<file path="config.mk">
export PLATFORM = sky130hd
export DESIGN_NAME = iter_multiplier
export DESIGN_NICKNAME = d
export VERILOG_FILES = /design/src/rtl/mul_pkg.sv /design/src/rtl/mul_step_add.sv /design/src/rtl/iter_multiplier.sv
export SDC_FILE = /design/constraint.sdc
export NUM_CORES = 1
export LEC_CHECK = 0
export CORE_MARGIN = 3
export CORE_UTILIZATION = 45
export DETAILED_ROUTE_END_ITERATION = 8
export PLACE_DENSITY = 0.73
export SYNTH_ARGS = -nofsm -noshare
export SYNTH_HDL_FRONTEND = slang
export SYNTH_SLANG_ARGS = --single-unit
</file>
<file path="constraint.sdc">
create_clock -name clk -period 5.7 [get_ports clk]
set_input_delay 1.14 -clock clk [delete_from_list [all_inputs] [get_ports clk]]
set_output_delay 1.14 -clock clk [all_outputs]
set_load 0.02 [all_outputs]
</file>
<file path="src/rtl/mul_pkg.sv">
// mul_pkg: operand modes, FSM states and operand sign helper shared by iter_multiplier
package mul_pkg;
  localparam logic [1:0] MUL_UU = 2'b00;
  localparam logic [1:0] MUL_SS = 2'b01;
  localparam logic [1:0] MUL_SU = 2'b10;
  typedef enum logic [1:0] {IDLE, BUSY, FIX, DONE} state_t;
  function automatic logic op_sign(input logic msb, input logic [1:0] mode, input logic is_y);
    return msb && mode != MUL_UU && (mode == MUL_SS || (mode == MUL_SU && !is_y));
  endfunction
endpackage

</file>
<file path="src/rtl/mul_step_add.sv">
// mul_step_add: parallel-prefix carry-lookahead sum s = a + b*d + cin over AW bits
module mul_step_add #(
  parameter int AW = 34,
  parameter int BW = 32,
  parameter int DW = 2
) (
  input  logic [AW-1:0] a,
  input  logic [BW-1:0] b,
  input  logic [DW-1:0] d,
  input  logic          cin,
  output logic [AW-1:0] s
);
  logic [AW-1:0] pp, p, gg, pg, c;
  always_comb begin
    pp = AW'(b) * AW'(d);
    p = a ^ pp;
    gg = a & pp;
    pg = p;
    for (int k = 1; k < AW; k = k * 2)
      for (int i = AW - 1; i >= k; i--) begin
        gg[i] = gg[i] | (pg[i] & gg[i-k]);
        pg[i] = pg[i] & pg[i-k];
      end
    c = {gg[AW-2:0] | (pg[AW-2:0] & {(AW-1){cin}}), cin};
    s = p ^ c;
  end
endmodule

</file>
<file path="src/rtl/iter_multiplier.sv">
// iter_multiplier: multi-cycle UU/SS/SU multiplier retiring STEP bits per cycle behind valid/ready handshakes
module iter_multiplier
  import mul_pkg::*;
#(
  parameter int WIDTH = 32,
  parameter int STEP = 2
) (
  input  logic               clk,
  input  logic               rst,
  input  logic               in_valid,
  output logic               in_ready,
  input  logic [WIDTH-1:0]   in_x,
  input  logic [WIDTH-1:0]   in_y,
  input  logic [1:0]         in_mode,
  output logic               out_valid,
  input  logic               out_ready,
  output logic [2*WIDTH-1:0] out_prod,
  output logic               busy
);
  localparam int CYC = WIDTH / STEP;
  localparam int CW = $clog2(CYC + 1);
  state_t state, state_n;
  logic [WIDTH-1:0] mcand, mplier;
  logic [2*WIDTH-1:0] acc, acc_neg;
  logic [WIDTH+STEP-1:0] sum;
  logic [CW-1:0] cnt;
  logic neg, sx, sy, accept;
  assign sx = op_sign(in_x[WIDTH-1], in_mode, 1'b0);
  assign sy = op_sign(in_y[WIDTH-1], in_mode, 1'b1);
  assign accept = state == IDLE && in_valid;
  assign in_ready = state == IDLE;
  assign out_valid = state == DONE;
  assign busy = state == BUSY || state == DONE;
  mul_step_add #(.AW(WIDTH + STEP), .BW(WIDTH), .DW(STEP)) u_step (
    .a({{STEP{1'b0}}, acc[2*WIDTH-1:WIDTH]}),
    .b(mcand),
    .d(mplier[STEP-1:0]),
    .cin(1'b0),
    .s(sum)
  );
  mul_step_add #(.AW(2 * WIDTH), .BW(1), .DW(1)) u_neg (
    .a(~acc),
    .b(1'b0),
    .d(1'b0),
    .cin(1'b1),
    .s(acc_neg)
  );
  always_comb begin
    state_n = accept ? BUSY :
              (state == BUSY && cnt == CW'(1)) ? FIX :
              (state == FIX) ? DONE :
              (state == DONE && out_ready) ? IDLE : state;
  end
  always_ff @(posedge clk) state <= rst ? IDLE : state_n;
  always_ff @(posedge clk) begin
    if (rst) begin
      mcand <= '0;
      mplier <= '0;
      acc <= '0;
      cnt <= '0;
      neg <= 1'b0;
      out_prod <= '0;
    end else if (accept) begin
      mcand <= sx ? -in_x : in_x;
      mplier <= sy ? -in_y : in_y;
      neg <= sx ^ sy;
      acc <= '0;
      cnt <= CW'(CYC);
    end else if (state == BUSY) begin
      acc <= {sum, acc[WIDTH-1:STEP]};
      mplier <= mplier >> STEP;
      cnt <= cnt - CW'(1);
    end else if (state == FIX) begin
      out_prod <= neg ? acc_neg : acc;
    end
  end
endmodule

</file>
==> results of run 1 <==
[kinds of logic after synthesis]
kind of cell / Yosys count / share of synthesized area, %
AOI/OAI and AO/OA: 469 / 23.5
xor gates and xnor gates: 177 / 11.9
adders and majority gates: 72 / 7.01
buffers and inverters: 129 / 3.72
DFF: 200 / 30.7
muxes: 3 / 0.230
and+or+nand+nor: 646 / 23.0
[area by class of cell]
cell class              instances  area [µm²]
inverters                      34         128
well taps                     378         473
fillers                      2677       12900
multi-input cells            1367        8600
clock inverters                15         200
repair buffers                148        1450
clock buffers                  17         425
flip-flops and latches        200        4010
[power by group]
part / internal, mW / switching [mW] / total [mW]
registers: 1.46 / 0.0462 / 1.50
clock network: 0.674 / 0.604 / 1.28
logic: 0.227 / 0.313 / 0.540
total: 2.36 / 0.963 / 3.32
[path summary, 6_finish.rpt]
kind,start,to,slack [ps],cells after the start
worst max-delay path,mplier[1]$_SDFFE_PP0P_,acc[61]$_SDFFE_PP0P_,510,23
worst min-delay path,mcand[20]$_SDFFE_PP0P_,mcand[20]$_SDFFE_PP0P_,460,2
worst max register to register,mplier[1]$_SDFFE_PP0P_,acc[61]$_SDFFE_PP0P_,510,23
worst min register to register,mcand[20]$_SDFFE_PP0P_,mcand[20]$_SDFFE_PP0P_,460,2
[cell usage in the layout (no fill, tap or decap), types with 34 or more instances in the layout]
| cell type | count |
|---|---|
| sky130_fd_sc_hd__xor2_1 | 105 |
| sky130_fd_sc_hd__nor2_1 | 180 |
| sky130_fd_sc_hd__a211oi_1 | 95 |
| sky130_fd_sc_hd__dfxtp_1 | 198 |
| sky130_fd_sc_hd__clkdlybuf4s50_1 | 135 |
| sky130_fd_sc_hd__a21oi_1 | 135 |
| sky130_fd_sc_hd__ha_1 | 70 |
| sky130_fd_sc_hd__xnor2_1 | 72 |
| sky130_fd_sc_hd__and2_1 | 67 |
| sky130_fd_sc_hd__nand2_1 | 245 |
| sky130_fd_sc_hd__inv_1 | 34 |
| sky130_fd_sc_hd__o31ai_1 | 36 |
| sky130_fd_sc_hd__o21ai_0 | 69 |
| sky130_fd_sc_hd__a311oi_1 | 35 |
[worst min-delay path, cell delays in order, from the launching register on]
cell	delay (ps)
sky130_fd_sc_hd__dfxtp_1	320
sky130_fd_sc_hd__nand2_1	50
sky130_fd_sc_hd__a21oi_1	50
[cells in the mapped netlist, types with 7 or more instances]
| library cell | instances |
|---|---|
| sky130_fd_sc_hd__nand2_1 | 246 |
| sky130_fd_sc_hd__dfxtp_1 | 200 |
| sky130_fd_sc_hd__nor2_1 | 180 |
| sky130_fd_sc_hd__a21oi_1 | 135 |
| sky130_fd_sc_hd__xor2_1 | 105 |
| sky130_fd_sc_hd__a211oi_1 | 95 |
| sky130_fd_sc_hd__clkbuf_1 | 86 |
| sky130_fd_sc_hd__xnor2_1 | 72 |
| sky130_fd_sc_hd__ha_1 | 70 |
| sky130_fd_sc_hd__o21ai_0 | 69 |
| sky130_fd_sc_hd__and2_1 | 68 |
| sky130_fd_sc_hd__o31ai_1 | 36 |
| sky130_fd_sc_hd__a311oi_1 | 35 |
| sky130_fd_sc_hd__inv_1 | 34 |
| sky130_fd_sc_hd__a21o_1 | 33 |
| sky130_fd_sc_hd__nand3_1 | 29 |
| sky130_fd_sc_hd__or3_1 | 21 |
| sky130_fd_sc_hd__nor3_1 | 17 |
| sky130_fd_sc_hd__and3_1 | 12 |
| sky130_fd_sc_hd__nand2b_1 | 11 |
| sky130_fd_sc_hd__o21a_1 | 11 |
| sky130_fd_sc_hd__or4_1 | 10 |
| sky130_fd_sc_hd__a31oi_1 | 9 |
| sky130_fd_sc_hd__nor2b_1 | 9 |
| sky130_fd_sc_hd__o41ai_1 | 9 |
| sky130_fd_sc_hd__buf_1 | 8 |
| sky130_fd_sc_hd__nor4_1 | 8 |
| sky130_fd_sc_hd__o21bai_1 | 8 |
| sky130_fd_sc_hd__o211ai_1 | 7 |
[layer usage]
layer	global-route usage [%]	up-vias	routed length (µm)
met4	4.68	0	314
met1	27.8	5290	15500
met2	31.2	224	13400
li1	-	6160	-
met5	0	-	0
met3	2.09	24	1080
[through the flow]
stage | utilization [%] | cell area [µm²] | power, mW | instances | setup slack (ps)
after floorplan | - | 13100 | 1.90 | 1696 | 1260
after global placement | 52.0 | 14700 | 2.06 | 2127 | 379
after detailed placement | 52.0 | 14700 | 2.07 | 2127 | 213
after CTS | 54.3 | 15300 | 3.36 | 2159 | 203
after global routing | 54.3 | 15300 | 3.48 | 2159 | 133
final | 54.3 | 15300 | 3.32 | 2159 | 508
[flip-flops by register name, summed over array words and instances, names as in the netlist]
| signal | count |
|---|---|
| state | 2 |
| neg | 1 |
| mplier | 32 |
| out_prod | 64 |
| acc | 64 |
| mcand | 32 |
| cnt | 5 |
[repair_timing]
| action | CTS | global route |
|---|---|---|
| setup endpoints to repair | 0 | 12 |
| buffers inserted | 0 | 0 |
| gates resized for setup | 0 | 2 |
| hold endpoints to repair | 0 | 0 |
==> Implementation_results.wiki, run 1 <==
{| class="wikitable"
! Metric !! Value
|-
| Outcome || completed
|-
| Worst Max-Slew Pin Slew || 1090 ps
|-
| Iteration-0 DRC Markers || 614
|-
| Cell types occupying the most area after synthesis || sky130_fd_sc_hd__dfxtp_1, sky130_fd_sc_hd__nand2_1, sky130_fd_sc_hd__xor2_1, sky130_fd_sc_hd__ha_1, sky130_fd_sc_hd__a211oi_1
|-
| Summed instance area of the synthesized netlist || 0.0131 mm²
|-
| Number of distinct standard cells referenced by the synthesized netlist || 58
|-
| Worst clock skew || 12.6 ps
|-
| Setup CP Type || register to register
|-
| Detailed-route vias per instance || 5.42
|-
| Period utilisation layout || 91.1%
|-
| Number of buffers inserted by port buffering || 136
|-
| Number of global-route vias before repair || 10.8k
|-
| Worst-Skew Late Latency || 440 ps
|-
| Required time at the worst-slack endpoint || 6020 ps
|-
| CTS clk-pin slew, worst paths || 80 ps
|-
| Share of the synthesized area in the top cell type || 30.7%
|-
| Die outline area || 0.0311 mm²
|-
| Final period demand of the worst path || 5190 ps
|-
| Count of final setup violators || 0
|-
| Peak ir drop on the vdd network || 195 µV
|-
| Average cell area after synthesis || 7.70 µm²
|-
| Detailed Place HPWL || 22.2 mm
|-
| Leakage component of the power || 5.90 nW
|-
| Placer's final routability congestion estimate || 0.940
|-
| Family with the most delay on the worst path || compound AO/OA/AOI/OAI gates
|-
| Maximum clock frequency || 193 MHz
|-
| Worst min-delay path class || register to register
|-
| Cell count after synthesis || 1696
|-
| Final-stage net count || 1910
|-
| Cell type with the largest total area after synthesis || sky130_fd_sc_hd__dfxtp_1
|-
| Number of detailed-route iterations in the first pass || 5
|-
| Number of levels the H-tree was split into || 4
|-
| Total CTS buffers || 17
|-
| Floorplan core area || 0.0282 mm²
|-
| Ys Warns || 0
|-
| Hold slack final || 459 ps
|-
| TritonCTS sink count || 200
|-
| Total number of vias || 11.7k
|-
| Clock tree from TritonCTS || built
|-
| Die boundary width || 176 µm
|-
| Sum of negative setup slack || 0 ps
|-
| Overflow left after global routing || 0
|-
| Register area share after synthesis || 30.7%
|-
| Cell type of the slowest stage on the worst timing path || sky130_fd_sc_hd__a2111oi_1
|-
| Global-route wire length before repair || 51.3 mm
|-
| Synth Register Bits || 200
|-
| Clock Path Buffers || 2
|-
| DR WL/cell || 14.0 µm
|-
| Drt total wl || 30.3 mm
|-
| Count of buffer and inverter cells on the critical path || 1
|-
| DRC violations left || 0
|-
| Reported max-cap violation count || 0
|-
| Proportion of synthesized flip-flops having asynchronous set or reset || 0%
|-
| Number of standard-cell rows in the floorplan || 61
|-
| Die Y || 176 µm
|-
| Share of cells above drive strength 1 || 4.60%
|-
| Number of enable flip-flop cells after synthesis || 0
|-
| Worst Setup End Kind || register
|-
| Starting density of the core || 46.4%
|-
| Cell breakdown of the critical path || and2_1 -> ha_1 -> inv_1 -> fa_1 -> nor2b_1 -> o21ai_0 -> a21oi_1 -> a2111oi_1 -> o31ai_1 -> a31o_2 -> o21a_1 -> nor2_1 -> xnor2_1 -> ha_1 -> o21a_1 -> a21oi_1 -> nor2_1 -> a211oi_1 -> o21a_1 -> o21ai_0 -> a21oi_1 -> or4_1 -> nand3_1
|-
| Initial antenna violation count || 0
|-
| Number of max-slew violations in the final report || 0
|-
| Pin count of the biggest net entering global routing || 100
|-
| Number of hold buffers added after CTS || 0
|-
| CP max FO || 33
|-
| Total power per unit cell area || 217 mW/mm²
|-
| Most frequently used flop master after synthesis || sky130_fd_sc_hd__dfxtp_1
|-
| Number of top-level pins || 137
|-
| Area delta synth->final || 17.0%
|-
| Max transition margin || 27.2%
|-
| Unrepaired setup endpoints after global routing || no
|-
| Diodes inserted || 0
|-
| Routed Antenna Nets || 0
|-
| Syn nets || 1838
|-
| Number of hold violations in the final report || 0
|-
| WP data arrival || 5520 ps
|-
| Critical Path Start Type || register
|-
| Largest stage delay on the critical path || 540 ps
|-
| Global-route usage over all layers || 19.3%
|-
| Clock tree root buffer cell || sky130_fd_sc_hd__clkbuf_16
|}
No activity file was read; power rests on OpenSTA's default activity.
==> run 2, diff against run 1 <==
--- a/config.mk
+++ b/config.mk
@@ -8,7 +8,9 @@
 export CORE_MARGIN = 3
 export CORE_UTILIZATION = 45
 export DETAILED_ROUTE_END_ITERATION = 8
+export GPL_TIMING_DRIVEN = 0
 export PLACE_DENSITY = 0.73
 export SYNTH_ARGS = -nofsm -noshare
 export SYNTH_HDL_FRONTEND = slang
 export SYNTH_SLANG_ARGS = --single-unit
+export TNS_END_PERCENT = 20
==> run 2 against run 1 <==
Against the previous run: final area increased by 1.5%; sequential share of layout area fell by 0.41 points; sequential power about the same; largest power group unchanged; routed wire length increased by 15%; critical path depth increased by 1; critical endpoint is now acc[63]$_SDFFE_PP0P_; critical path type unchanged; combinational power up 8.0%; non-clock buffer count rose by 82; hold slack gained 1.8 ps; maximum frequency shrank 2.4%.
==> Implementation_results.wiki, run 2 (same netlist as run 1, synthesis figures left out) <==
{| class="wikitable"
! Metric !! Value
|-
| Outcome || completed
|-
| Number of detailed-route iterations in the first pass || 5
|-
| Required time at the worst-slack endpoint || 5990 ps
|-
| Worst Hold Path EP || mcand[28]$_SDFFE_PP0P_
|-
| Placed Cells || 2209
|-
| Area of the multi-input gates || 0.00858 mm²
|-
| Number of buffers inserted by port buffering || 135
|-
| Clock Path Buffers || 2
|-
| Highest-count cells in the layout ignoring fill and taps || sky130_fd_sc_hd__nand2_1, sky130_fd_sc_hd__dfxtp_1, sky130_fd_sc_hd__nor2_1
|-
| Initial antenna violation count || 0
|-
| Count of final setup violators || 0
|-
| Number of max-slew violations in the final report || 0
|-
| Reported max-cap violation count || 0
|-
| Peak ir drop on the vdd network || 206 µV
|-
| Maximum clock frequency || 188 MHz
|-
| Routed Antenna Nets || 0
|-
| Largest registers || acc: 64 flops, out_prod: 64 flops
|-
| Total CTS buffers || 17
|-
| Reg area || 0.00400 mm²
|-
| Global-route usage over all layers || 22.0%
|-
| Overflow left after global routing || 0
|-
| Worst-Skew Late Latency || 440 ps
|-
| Detailed-route vias per instance || 5.50
|-
| Critical Path Start Type || register
|-
| Floorplan core area || 0.0282 mm²
|-
| TritonCTS sink count || 200
|-
| Leading cell type in the layout, fill and taps excluded || sky130_fd_sc_hd__nand2_1
|-
| Die Y || 176 µm
|-
| Worst Setup End Kind || register
|-
| Number of global-route vias before repair || 11.6k
|-
| R2R Setup Slk || 380 ps
|-
| Final period demand of the worst path || 5320 ps
|-
| Number of levels the H-tree was split into || 4
|-
| Number of standard-cell rows in the floorplan || 61
|-
| Diodes inserted || 0
|-
| Clock tree root buffer cell || sky130_fd_sc_hd__clkbuf_16
|-
| Pin count of the biggest net entering global routing || 20
|-
| Max transition margin || 39.1%
|-
| Cell depth of the worst min-delay path || 2
|-
| Launch instance of the worst min-delay path || mcand[28]$_SDFFE_PP0P_
|-
| Number of hold buffers added after CTS || 0
|-
| Number of top-level pins || 137
|-
| Die boundary width || 176 µm
|-
| Final-stage net count || 1992
|-
| Iteration-0 DRC Markers || 803
|-
| CP max FO || 10
|-
| FF-to-FF path depth || 24
|-
| WP data arrival || 5610 ps
|-
| Terminus of the critical flop-to-flop path || acc[63]$_SDFFE_PP0P_
|-
| Clock tree from TritonCTS || built
|-
| Number of fill cells || 2647
|-
| Die outline area || 0.0311 mm²
|-
| Leakage component of the power || 5.94 nW
|-
| Drt total wl || 34.9 mm
|-
| Sum of negative setup slack || 0 ps
|-
| Share of cells above drive strength 1 || 3.38%
|-
| Starting density of the core || 46.4%
|-
| DR WL/cell || 15.6 µm
|-
| Worst clock skew || 12.9 ps
|-
| Unrepaired setup endpoints after global routing || no
|-
| CTS clk-pin slew, worst paths || 70 ps
|-
| Number of hold violations in the final report || 0
|-
| Total power per unit cell area || 217 mW/mm²
|-
| Detailed Place HPWL || 27.7 mm
|-
| Worst Max-Slew Pin Slew || 914 ps
|-
| Period utilisation layout || 93.3%
|-
| Placer's final routability congestion estimate || 0.908
|-
| Area delta synth->final || 18.8%
|-
| Setup CP Type || register to register
|-
| Crit Reg-Reg Startpoint || mplier[1]$_SDFFE_PP0P_
|-
| DRC violations left || 0
|-
| Total number of vias || 12.3k
|-
| Worst min-delay path class || register to register
|-
| Global-route wire length before repair || 56.7 mm
|-
| Non-filler cells in the finished layout || 2241
|}
==> run 2: critical path, cell delays in order (launching register included) <==
cell	delay (ps)
sky130_fd_sc_hd__dfxtp_1	480
sky130_fd_sc_hd__clkbuf_1	290
sky130_fd_sc_hd__and2_1	170
sky130_fd_sc_hd__ha_1	170
sky130_fd_sc_hd__inv_1	60
sky130_fd_sc_hd__fa_1	400
sky130_fd_sc_hd__nor2b_1	120
sky130_fd_sc_hd__o21ai_0	130
sky130_fd_sc_hd__a21oi_1	260
sky130_fd_sc_hd__a2111oi_2	100
sky130_fd_sc_hd__o31ai_2	370
sky130_fd_sc_hd__a31o_2	290
sky130_fd_sc_hd__o21a_1	130
sky130_fd_sc_hd__nor2_1	40
sky130_fd_sc_hd__xnor2_1	230
sky130_fd_sc_hd__ha_1	330
sky130_fd_sc_hd__o21a_1	210
sky130_fd_sc_hd__a21oi_1	270
sky130_fd_sc_hd__nor2_1	90
sky130_fd_sc_hd__a211oi_1	230
sky130_fd_sc_hd__o21a_1	260
sky130_fd_sc_hd__o211ai_1	110
sky130_fd_sc_hd__nand3b_1	120
sky130_fd_sc_hd__xor2_1	220
sky130_fd_sc_hd__a21oi_1	110
==> run 2: final cells by class <==
cell class | instances | share of cell area [%]
Clock inverter | 13 | 1.15
Buffer | 95 | 2.31
Tap cell | 378 | 3.05
Clock buffer | 19 | 2.85
Inverter | 34 | 0.823
Sequential cell | 200 | 25.8
Timing Repair Buffer | 135 | 8.71
Multi-Input combinational cell | 1367 | 55.3
==> run 2: worst max path at each step <==
stage / startpoint / endpoint / slack [ps] / cells after the start
floorplan: mplier[1]$_SDFFE_PP0P_ / acc[62]$_SDFFE_PP0P_ / 1260 / 25
global placement: mplier[1]$_SDFFE_PP0P_ / acc[63]$_SDFFE_PP0P_ / 340 / 24
detailed placement: mplier[1]$_SDFFE_PP0P_ / acc[63]$_SDFFE_PP0P_ / 260 / 24
CTS: mplier[1]$_SDFFE_PP0P_ / acc[63]$_SDFFE_PP0P_ / 240 / 24
global route: mplier[1]$_SDFFE_PP0P_ / acc[62]$_SDFFE_PP0P_ / 110 / 25
finish: mplier[1]$_SDFFE_PP0P_ / acc[63]$_SDFFE_PP0P_ / 380 / 24
==> run 2: per-layer routing <==
layer,track usage [%],wire length [µm]
met5,0,0
met4,5.37,459
met3,2.84,1700
met2,37.1,16000
met1,29.9,16700
==> run 2: what timing repair did <==
item | in CTS | in global routing
setup buffers | 0 | 0
resized for setup | 0 | 3
setup endpoints to repair | 0 | 7
==> run 2: through the flow <==
step / hold WS, ps / setup WS, ps / instance area, µm² / utilization [%] / power, mW
after global placement: 447 / 343 / 14900 / 52.8 / 2.10
after floorplan: 436 / 1260 / 13100 / - / 1.90
after global routing: 480 / 113 / 15500 / 55.1 / 3.50
after detailed placement: 456 / 257 / 14900 / 52.8 / 2.11
after CTS: 465 / 244 / 15500 / 55.1 / 3.38
final: 460 / 380 / 15500 / 55.1 / 3.37
==> run 2: report_power, final <==
part           internal [mW]  total, mW  switching, mW  leakage (nW)
sequential              1.46       1.50         0.0438          1.63
clock                  0.684       1.29          0.607         0.306
combinational          0.234      0.583          0.348          4.01
total                   2.37       3.37          0.999          5.94
